==> config.mk <==
export PLATFORM = sky130hd
export DESIGN_NAME = micro_sequencer
export DESIGN_NICKNAME = d
export VERILOG_FILES = /design/src/rtl/micro_sequencer.sv
export SDC_FILE = /design/constraint.sdc
export NUM_CORES = 1
export LEC_CHECK = 0
export CAP_MARGIN = 20
export CORE_UTILIZATION = 49
export DETAILED_ROUTE_END_ITERATION = 10
export PLACE_DENSITY = 0.8
export SLEW_MARGIN = 20
export SYNTH_ARGS = -nofsm -noshare
export SYNTH_HDL_FRONTEND = slang
export SYNTH_SLANG_ARGS = --single-unit
==> constraint.sdc <==
create_clock -name clk -period 2.5 [get_ports clk]
set_clock_uncertainty 0.1 [all_clocks]
set_input_delay 0.5 -clock clk [delete_from_list [all_inputs] [get_ports clk]]
set_output_delay 0.5 -clock clk [all_outputs]
set_load 0.01 [all_outputs]
==> src/rtl/micro_sequencer.sv <==
// Microprogram sequencer for the multicycle ARM control unit: owns the control-state
// register, selects the next microstate, guards memory waits with a MOC watchdog.
module micro_sequencer #(
  parameter int AW          = 7,
  parameter int RESET_STATE = 0,
  parameter int FETCH_STATE = 1,
  parameter int ABORT_STATE = 126,
  parameter int MOC_TIMEOUT = 16,
  parameter int CNT_W       = 32
) (
  input  logic             clk,
  input  logic             reset,
  input  logic             stall,
  input  logic [2:0]       ns_ctl,
  input  logic [AW-1:0]    cr_addr,
  input  logic [AW-1:0]    enc_addr,
  input  logic             cond,
  input  logic             moc,
  output logic [AW-1:0]    state,
  output logic             dispatch,
  output logic             mem_abort,
  output logic [CNT_W-1:0] instr_count
);

  localparam int WW = $clog2(MOC_TIMEOUT) + 1;

  localparam logic [AW-1:0] RST_S   = AW'(RESET_STATE);
  localparam logic [AW-1:0] FETCH_S = AW'(FETCH_STATE);
  localparam logic [AW-1:0] ABORT_S = AW'(ABORT_STATE);
  localparam logic [AW-1:0] TOP_S   = {AW{1'b1}};
  localparam logic [WW-1:0] WD_LAST = WW'(MOC_TIMEOUT - 1);

  typedef enum logic [2:0] {
    NS_ENCODE = 3'b000,
    NS_INCR   = 3'b001,
    NS_JUMP   = 3'b010,
    NS_CONDT  = 3'b011,
    NS_WAITM  = 3'b100,
    NS_CONDF  = 3'b101,
    NS_HOLD   = 3'b110,
    NS_RESVD  = 3'b111
  } ns_mode_t;

  ns_mode_t         mode;
  logic [AW-1:0]    state_q, state_d, inc;
  logic [WW-1:0]    wdog_q, wdog_d;
  logic             dispatch_q, dispatch_d;
  logic             abort_q, abort_d;
  logic [CNT_W-1:0] count_q, count_d;

  assign mode = ns_mode_t'(ns_ctl);

  // State register: every sequencer register resets together, asynchronously.
  always_ff @(posedge clk or posedge reset) begin
    if (reset) begin
      state_q    <= RST_S;
      wdog_q     <= '0;
      dispatch_q <= 1'b0;
      abort_q    <= 1'b0;
      count_q    <= '0;
    end else begin
      state_q    <= state_d;
      wdog_q     <= wdog_d;
      dispatch_q <= dispatch_d;
      abort_q    <= abort_d;
      count_q    <= count_d;
    end
  end

  // Next-state selection; a stall freezes state, watchdog and counter and drops pulses.
  always_comb begin
    inc        = (state_q == TOP_S) ? RST_S : state_q + AW'(1);
    state_d    = state_q;
    wdog_d     = '0;
    dispatch_d = 1'b0;
    abort_d    = 1'b0;
    count_d    = count_q;
    if (stall) begin
      wdog_d = wdog_q;
    end else begin
      unique case (mode)
        NS_ENCODE: begin
          if (enc_addr != '0) begin
            state_d    = enc_addr;
            dispatch_d = 1'b1;
            count_d    = count_q + CNT_W'(1);
          end else begin
            state_d = FETCH_S;
          end
        end
        NS_INCR:  state_d = inc;
        NS_JUMP:  state_d = cr_addr;
        NS_CONDT: state_d = cond ? cr_addr : FETCH_S;
        NS_WAITM: begin
          // moc on the final allowed cycle still completes normally.
          if (moc) begin
            state_d = inc;
          end else if (wdog_q == WD_LAST) begin
            state_d = ABORT_S;
            abort_d = 1'b1;
          end else begin
            wdog_d = wdog_q + WW'(1);
          end
        end
        NS_CONDF: state_d = cond ? inc : cr_addr;
        NS_HOLD:  state_d = state_q;
        NS_RESVD: state_d = FETCH_S;
        default:  state_d = FETCH_S;
      endcase
    end
  end

  // Outputs are taken straight from registers: no input-to-output paths.
  always_comb begin
    state       = state_q;
    dispatch    = dispatch_q;
    mem_abort   = abort_q;
    instr_count = count_q;
  end

endmodule

==> results_dict.tcl, run 1 <==
set metrics [dict create \
    yosys-top-cells-area "dfrtp_1 (45%), xnor2_1 (7.6%), nor2_1 (4.3%), nand2_1 (4.1%), xor2_1 (4.1%)" \
    grt_max_degree 32 \
    root_buffer "clkbuf_8" \
    synth_seq_cells 46 \
    io_buffers 62 \
    grt_pass1_vias 2012 \
    min_delay_path_depth 1 \
    period_needed_ns 2.28 \
    initial_utilization_pct 52.4 \
    fin_nets 379 \
    hold_class "reg -> reg" \
    coreArea_um2 4850 \
    via_per_inst 5.37 \
    rsz0062_at_grt "false" \
    end_kind "register" \
    tightest_slew_ns 0.614 \
    status "finished, final reports clean" \
    die_height_um 74.0 \
    track_usage_pct 23.5 \
    drtIter0Drc 177 \
    dp_worst_setup_slack_ns -0.0699 \
    crit_arrival_ns 2.35 \
    fmax_mhz 439 \
    instances_no_fill 421 \
    yosysTopAreaCell "dfrtp_1" \
    synth_ff_type "dfrtp_1" \
    die_w_um 74.0 \
    synth_commonest_cells "dfrtp_1 (46), nor2_1 (29), nand2_1 (28)" \
    synth_edf_count 0 \
    final_max_slew_viol_count 0 \
    design.portCount 63 \
    grt_overflow 0 \
    synth.avg_cell_area_um2 9.41 \
    antenna_cells 0 \
    syn_area_um2 2540 \
    synth_nets 295 \
    netlist.area_leader.share_pct 45.3 \
    postCtsSetupRepairBufs 0 \
    crit_required_ns 2.58 \
    antenna_left 0 \
    vias 2259 \
    cts_htree_levels 2 \
    drv_cap 0 \
    grt_pass1_wl_um 9770 \
    cts_buffers 5 \
    finalHoldViolCount 0 \
    worst_skew_pair.late_latency_ns 0.29 \
    setup_viol 0 \
    dpl.hpwl_um 4590 \
    antenna_found_initial 0 \
    drive_above_1_share_pct 11.6 \
    wire_per_inst_um 14.1 \
    leakagePower_nw 1.52 \
    period_share_pct 91.1 \
    peakVddDrop_uv 433 \
    async_flop_share_pct 100 \
    seq_area_frac_synth_pct 45.3 \
    crit_fanout 9 \
    cts_resized 0 \
    rows 25 \
    routabilityCongestion 0.873 \
    start_kind "primary input" \
    fin_hold_ws_ns 0.379 \
    setup_slack_ns 0.223 \
    path_clk_slew_ns 0.08 \
    postSynthCellCount 270 \
    place_inst 414 \
    syn_to_final_growth_pct 36.1 \
    total_power_mw 1.71 \
    top_layer "met4" \
    dr_wl_met3_um 196 \
    synth_most_common_cell "dfrtp_1" \
    synth_cell_types 50 \
    dr_wl_met2_um 2820 \
    hold_buffers 0 \
    cts_tree "done" \
    worstRegToRegCells 6 \
    drc 0 \
    cts_num_sinks 46 \
    die_area_um2 5480 \
    drt_wl_total_um 5960 \
    worstSetupPathType "in -> reg" \
    yosysWarnings 0 \
    slew_headroom_pct 59.0 \
    cts.path.max_buffers 2 \
    p_per_area_nw_per_um2 493 \
    firstDrtPassIters 4 \
    wl_met1_um 2920 \
]
cell usage in the layout, fill, tap and decap left out, drive strengths merged, types with 4 or more instances in the layout:
cell / instances
clkdlybuf4s50: 62
a211oi: 4
xnor2: 22
nand3: 21
nand2: 28
a21oi: 8
and3: 6
o21ai: 12
nor2b: 5
xor2: 12
clkbuf: 5
inv: 9
nand4: 11
nor2: 29
dfrtp: 46
buf: 24
worst paths after layout:
kind                            startpoint              end  slack (ns)
min in group asynchronous            reset  instr_count[20]        0.50
min                        instr_count[31]  instr_count[31]        0.38
min reg2reg                instr_count[31]  instr_count[31]        0.38
max reg2reg                 instr_count[9]  instr_count[25]        0.42
max in group asynchronous            reset  instr_count[31]        1.22
max                              ns_ctl[2]  instr_count[25]        0.22
worst max-delay path: stages:
cell	delay, ns
clkdlybuf4s50_1	0.42
or3_4	0.41
a211oi_2	0.20
buf_4	0.19
and4_1	0.34
nand3_1	0.14
xnor2_1	0.15
through the flow:
| step | setup TNS [ns] | utilization (%) | area, um2 |
|---|---|---|---|
| 6_report | 0 | 71.4 | 3460 |
| 5_1_grt | 0 | 71.4 | 3460 |
| 4_1_cts | 0 | 71.4 | 3460 |
| 3_5_place_dp | -0.321 | 69.7 | 3380 |
| 3_3_place_gp | -0.0980 | 69.7 | 3380 |
| 2_1_floorplan | 0 | - | 2540 |
per-layer routing:
layer | vias up | GRT usage [%]
met2 | 54 | 36.2
met4 | 0 | 5.13
met3 | 2 | 3.79
li1 | 1133 | -
met1 | 1070 | 35.2
met5 | - | 0
layout make-up:
type | instances | area [um2]
sequential | 46 | 1150
multi-input combinational | 206 | 1310
fill | 379 | 1390
clock inverter | 2 | 10.0
clock buffer | 5 | 68.8
tap | 67 | 83.8
inverter | 9 | 33.8
timing repair buffer | 86 | 801
flip-flops by register name, summed over array words and instances (netlist names):
signal / count
mem_abort: 1
dispatch: 1
instr_count: 32
wdog_q: 5
state: 7
logic make-up after synthesis:
| family | count (synthesis) | share of synthesized area, % |
|---|---|---|
| adder cells (fa/ha/maj) | 3 | 1.48 |
| buffers and inverters | 18 | 3.10 |
| XOR/XNOR | 34 | 11.7 |
| AND/OR/NAND/NOR | 119 | 24.6 |
| multiplexers | 1 | 0.443 |
| AO/OA/AOI/OAI | 49 | 13.3 |
| flip-flops | 46 | 45.3 |
power breakdown:
group | leakage (nW) | total, mW | internal, mW | switching, mW
clock network | 0.0438 | 0.418 | 0.188 | 0.230
logic | 0.869 | 0.417 | 0.227 | 0.190
registers | 0.613 | 0.871 | 0.799 | 0.0726
(Power assumes the default switching activity.)
==> run 2: changes to the inputs <==
Settings changed: PLACE_DENSITY 0.8 to 0.77.
==> results_dict.tcl, run 2 (synthesis results as in run 1) <==
set metrics [dict create \
    status "finished, final reports clean" \
    fmax_mhz 439 \
    end_kind "register" \
    cts_num_sinks 46 \
    track_usage_pct 24.7 \
    tightest_slew_ns 0.677 \
    layout_commonest_cell "clkdlybuf4s50_1" \
    slew_headroom_pct 54.6 \
    drc 0 \
    cts_buffers 5 \
    rsz0062_at_grt "false" \
    vias 2331 \
    die_area_um2 5480 \
    grt_pass1_wl_um 10200 \
    via_per_inst 5.47 \
    worst_skew_pair.late_latency_ns 0.30 \
    dpl.hpwl_um 4890 \
    fin_setup_tns_ns 0 \
    root_buffer "clkbuf_8" \
    final_cell_area_um2 3530 \
    antenna_left 0 \
    register_area_um2 1150 \
    period_needed_ns 2.28 \
    die_height_um 74.0 \
    final_max_slew_viol_count 0 \
    grt_overflow 0 \
    setup_viol 0 \
    io_buffers 62 \
    cts_htree_levels 2 \
    holdPathEnd "instr_count[31]" \
    nFillCells 392 \
    fin_hold_ws_ns 0.372 \
    initial_utilization_pct 52.4 \
    firstDrtPassIters 4 \
    antenna_found_initial 0 \
    hp-start "instr_count[31]" \
    routabilityCongestion 0.932 \
    finalHoldViolCount 0 \
    hold_buffers 0 \
    die_w_um 74.0 \
    crit_arrival_ns 2.36 \
    path_clk_slew_ns 0.07 \
    fin_nets 383 \
    drtIter0Drc 158 \
    grt_max_degree 29 \
    antenna_cells 0 \
    multi_input_area_um2 1310 \
    design.portCount 63 \
    drive_above_1_share_pct 12.3 \
    drv_cap 0 \
    p_per_area_nw_per_um2 503 \
    hold_class "reg -> reg" \
    worstSetupPathType "in -> reg" \
    drt_wl_total_um 6320 \
    period_share_pct 91.1 \
    syn_to_final_growth_pct 38.8 \
    start_kind "primary input" \
    coreArea_um2 4850 \
    cts_tree "done" \
    peakVddDrop_uv 593 \
    min_delay_path_depth 1 \
    grt_pass1_vias 2153 \
    postCtsSetupRepairBufs 0 \
    wire_per_inst_um 14.8 \
    r2r_slack_ns 0.41 \
    worstRegToRegCells 6 \
    final_cell_mix "clkdlybuf4s50_1 (62), dfrtp_1 (46), nor2_1 (29), nand2_1 (28), buf_4 (26)" \
    cts_resized 0 \
    crit_fanout 8 \
    rr_endpoint "instr_count[31]" \
    leakagePower_nw 1.55 \
    largest_reg_flops 32 \
    placed_cell_area_um2 3440 \
    timing.rr.start "instr_count[9]" \
    cts.path.max_buffers 2 \
    crit_required_ns 2.58 \
    rows 25 \
]
run 2: worst max-delay path by stage:
stage | cells after the start | endpoint | slack (ns) | start
after global placement | 7 | instr_count[31] | -0.04 | ns_ctl[2]
after global routing | 7 | state[3] | 0.11 | ns_ctl[1]
after CTS | 9 | instr_count[11] | 0.22 | ns_ctl[2]
after floorplan | 6 | instr_count[8] | 0.41 | ns_ctl[2]
final | 7 | instr_count[31] | 0.22 | ns_ctl[2]
after detailed placement | 9 | instr_count[11] | -0.09 | ns_ctl[2]
run 2: metrics by stage:
step	power, mW	worst slack, ns	util, %	cells
after floorplan	1.08	0.412	-	270
after global placement	1.31	-0.0433	70.9	418
after detailed placement	1.32	-0.0904	70.9	418
after CTS	1.78	0.223	72.7	426
after global routing	1.86	0.110	72.7	426
final	1.78	0.221	72.7	426
run 2: worst max-delay path, cell delays in order:
cell and delay, ns:
clkdlybuf4s50_1 0.42, or3_4 0.41, a211oi_2 0.22, buf_4 0.19, and4_1 0.34, nand4_1 0.15, xnor2_1 0.14
run 2: final cells by class:
cell class | instances | area share [%]
sequential | 46 | 32.6
multi-input combinational | 206 | 37.2
clock inverter | 1 | 0.142
clock buffer | 7 | 2.45
inverter | 9 | 0.958
timing repair buffer | 90 | 24.3
tap | 67 | 2.38
run 2: report_power, final:
part           leakage [nW]  switching, mW  internal, mW
Combinational         0.894          0.199         0.235
Sequential            0.613         0.0787         0.799
Clock                0.0482          0.241         0.223
Total                  1.55          0.518          1.26
run 2: metal layers:
| layer | wire length (um) | track usage, % | part of all wire, % | vias to the layer above |
|---|---|---|---|---|
| li1 | - | - | - | 1143 |
| met1 | 2900 | 34.5 | 46 | 1113 |
| met2 | 3030 | 39.6 | 48 | 67 |
| met3 | 296 | 4.34 | 4.7 | 8 |
| met4 | 91 | 7.26 | 1.4 | 0 |
| met5 | 0 | 0 | 0 | - |
==> run 3: changes to the inputs <==
Settings changed: CORE_ASPECT_RATIO set to 1.75, CTS_CLUSTER_SIZE set to 14.
==> results_dict.tcl, run 3 (synthesis results as in run 1) <==
set metrics [dict create \
    die_area_um2 5490 \
    firstDrtPassIters 4 \
    via_per_inst 5.65 \
    slew_headroom_pct 57.6 \
    hp-start "wdog_q[4]" \
    period_needed_ns 2.26 \
    r2r_slack_ns 0.30 \
    cts_tree "done" \
    cp_slowest_cell "clkdlybuf4s50_1" \
    fin_nets 385 \
    setup_viol 0 \
    cts_buffers 5 \
    crit_fanout 7 \
    crit_family "simple AND/OR/NAND/NOR gates" \
    worst-path-stages 8 \
    grt_overflow 0 \
    final_cell_area_um2 3520 \
    fin_setup_tns_ns 0 \
    coreArea_um2 4980 \
    grt_pass1_vias 2403 \
    worstRegToRegCells 5 \
    antenna_cells 0 \
    layout_commonest_cell "clkdlybuf4s50_1" \
    postCtsSetupRepairBufs 0 \
    dp_worst_setup_slack_ns -0.0983 \
    cp_num_buf_inv 3 \
    start_kind "primary input" \
    worst_skew_pair.late_latency_ns 0.29 \
    largest_reg_flops 32 \
    design.portCount 63 \
    hold_buffers 0 \
    die_height_um 97.3 \
    initial_utilization_pct 51.1 \
    placed_cell_area_um2 3420 \
    drtIter0Drc 69 \
    cp-startpoint "ns_ctl[0]" \
    p_per_area_nw_per_um2 504 \
    rsz0062_at_grt "false" \
    wire_per_inst_um 16.1 \
    die_w_um 56.4 \
    grt_pass1_wl_um 11000 \
    final_max_slew_viol_count 0 \
    timing.rr.start "instr_count[9]" \
    slowest_delay_ns 0.44 \
    cts_resized 0 \
    io_buffers 62 \
    peakVddDrop_uv 471 \
    cts_num_sinks 46 \
    grt_max_degree 47 \
    critical_path.cell_chain "clkdlybuf4s50_1 > or3_4 > a211oi_2 > buf_4 > buf_12 > nand4_1 > nor2_1 > xnor2_1" \
    drv_cap 0 \
    drive_above_1_share_pct 13.3 \
    dpl.hpwl_um 5250 \
    fin_hold_ws_ns 0.393 \
    crit_path_end "instr_count[20]" \
    rr_endpoint "instr_count[31]" \
    nFillCells 421 \
    cts.path.max_buffers 2 \
    track_usage_pct 25.5 \
    syn_to_final_growth_pct 38.4 \
    finalHoldViolCount 0 \
    final_cell_mix "clkdlybuf4s50_1 (62), dfrtp_1 (46), nor2_1 (29), buf_4 (29), nand2_1 (28)" \
    crit_arrival_ns 2.38 \
    worstSetupPathType "in -> reg" \
    antenna_left 0 \
    rows 34 \
    end_kind "register" \
    crit_required_ns 2.62 \
    period_share_pct 90.4 \
    root_buffer "clkbuf_8" \
    leakagePower_nw 1.56 \
    path_clk_slew_ns 0.08 \
    hold_class "reg -> reg" \
    drt_wl_total_um 6680 \
    routabilityCongestion 0.945 \
    status "finished, final reports clean" \
    tightest_slew_ns 0.630 \
    vias 2345 \
    instances_no_fill 415 \
    setup_slack_ns 0.241 \
    drc 0 \
    cts_htree_levels 2 \
    antenna_found_initial 0 \
    fmax_mhz 443 \
    place_inst 407 \
]
run 3: changes by cell type in the layout (fill, tap and decap cells not counted), sizes merged:
cell and delta:
buf +2, clkinvlp +1, clkbuf -1, clkinv -1
inv +1
run 3: power by group:
part	switching [mW]	internal, mW
Sequential	0.0712	0.799
Clock	0.245	0.222
Combinational	0.202	0.235
Total	0.518	1.26
run 3: final cells by class:
| cell class | count | area [um2] | area share, % |
|---|---|---|---|
| clock buffers | 6 | 82.6 | 2.35 |
| clock inverters | 2 | 12.5 | 0.356 |
| well taps | 54 | 67.6 | 1.92 |
| multi-input cells | 206 | 1310 | 37.3 |
| flip-flops and latches | 46 | 1150 | 32.7 |
| inverters | 9 | 33.8 | 0.961 |
| repair buffers | 92 | 858 | 24.4 |
run 3: worst min-delay path by stage:
stage | endpoint | slack [ns] | cells past startpoint
floorplan | wdog_q[4] | 0.35 | 1
global route | instr_count[15] | 0.42 | 1
global placement | wdog_q[4] | 0.36 | 1
finish | wdog_q[4] | 0.39 | 1
CTS | wdog_q[4] | 0.40 | 1
detailed placement | wdog_q[4] | 0.38 | 1
run 3: routing by layer:
metal / wire length [um] / up-vias / GRT usage [%] / share of wire (%)
li1: - / 1133 / - / -
met1: 2550 / 1090 / 26.9 / 38
met2: 3560 / 94 / 46.7 / 53
met3: 280 / 28 / 3.46 / 4.2
met4: 293 / 0 / 14.3 / 4.4
met5: 0 / - / 0 / 0
run 3: per-stage QoR:
stage	utilization, %	power (mW)
final	70.7	1.77
after global routing	70.7	1.87
after CTS	70.7	1.79
after detailed placement	68.8	1.32
after global placement	68.8	1.32
after floorplan	-	1.08
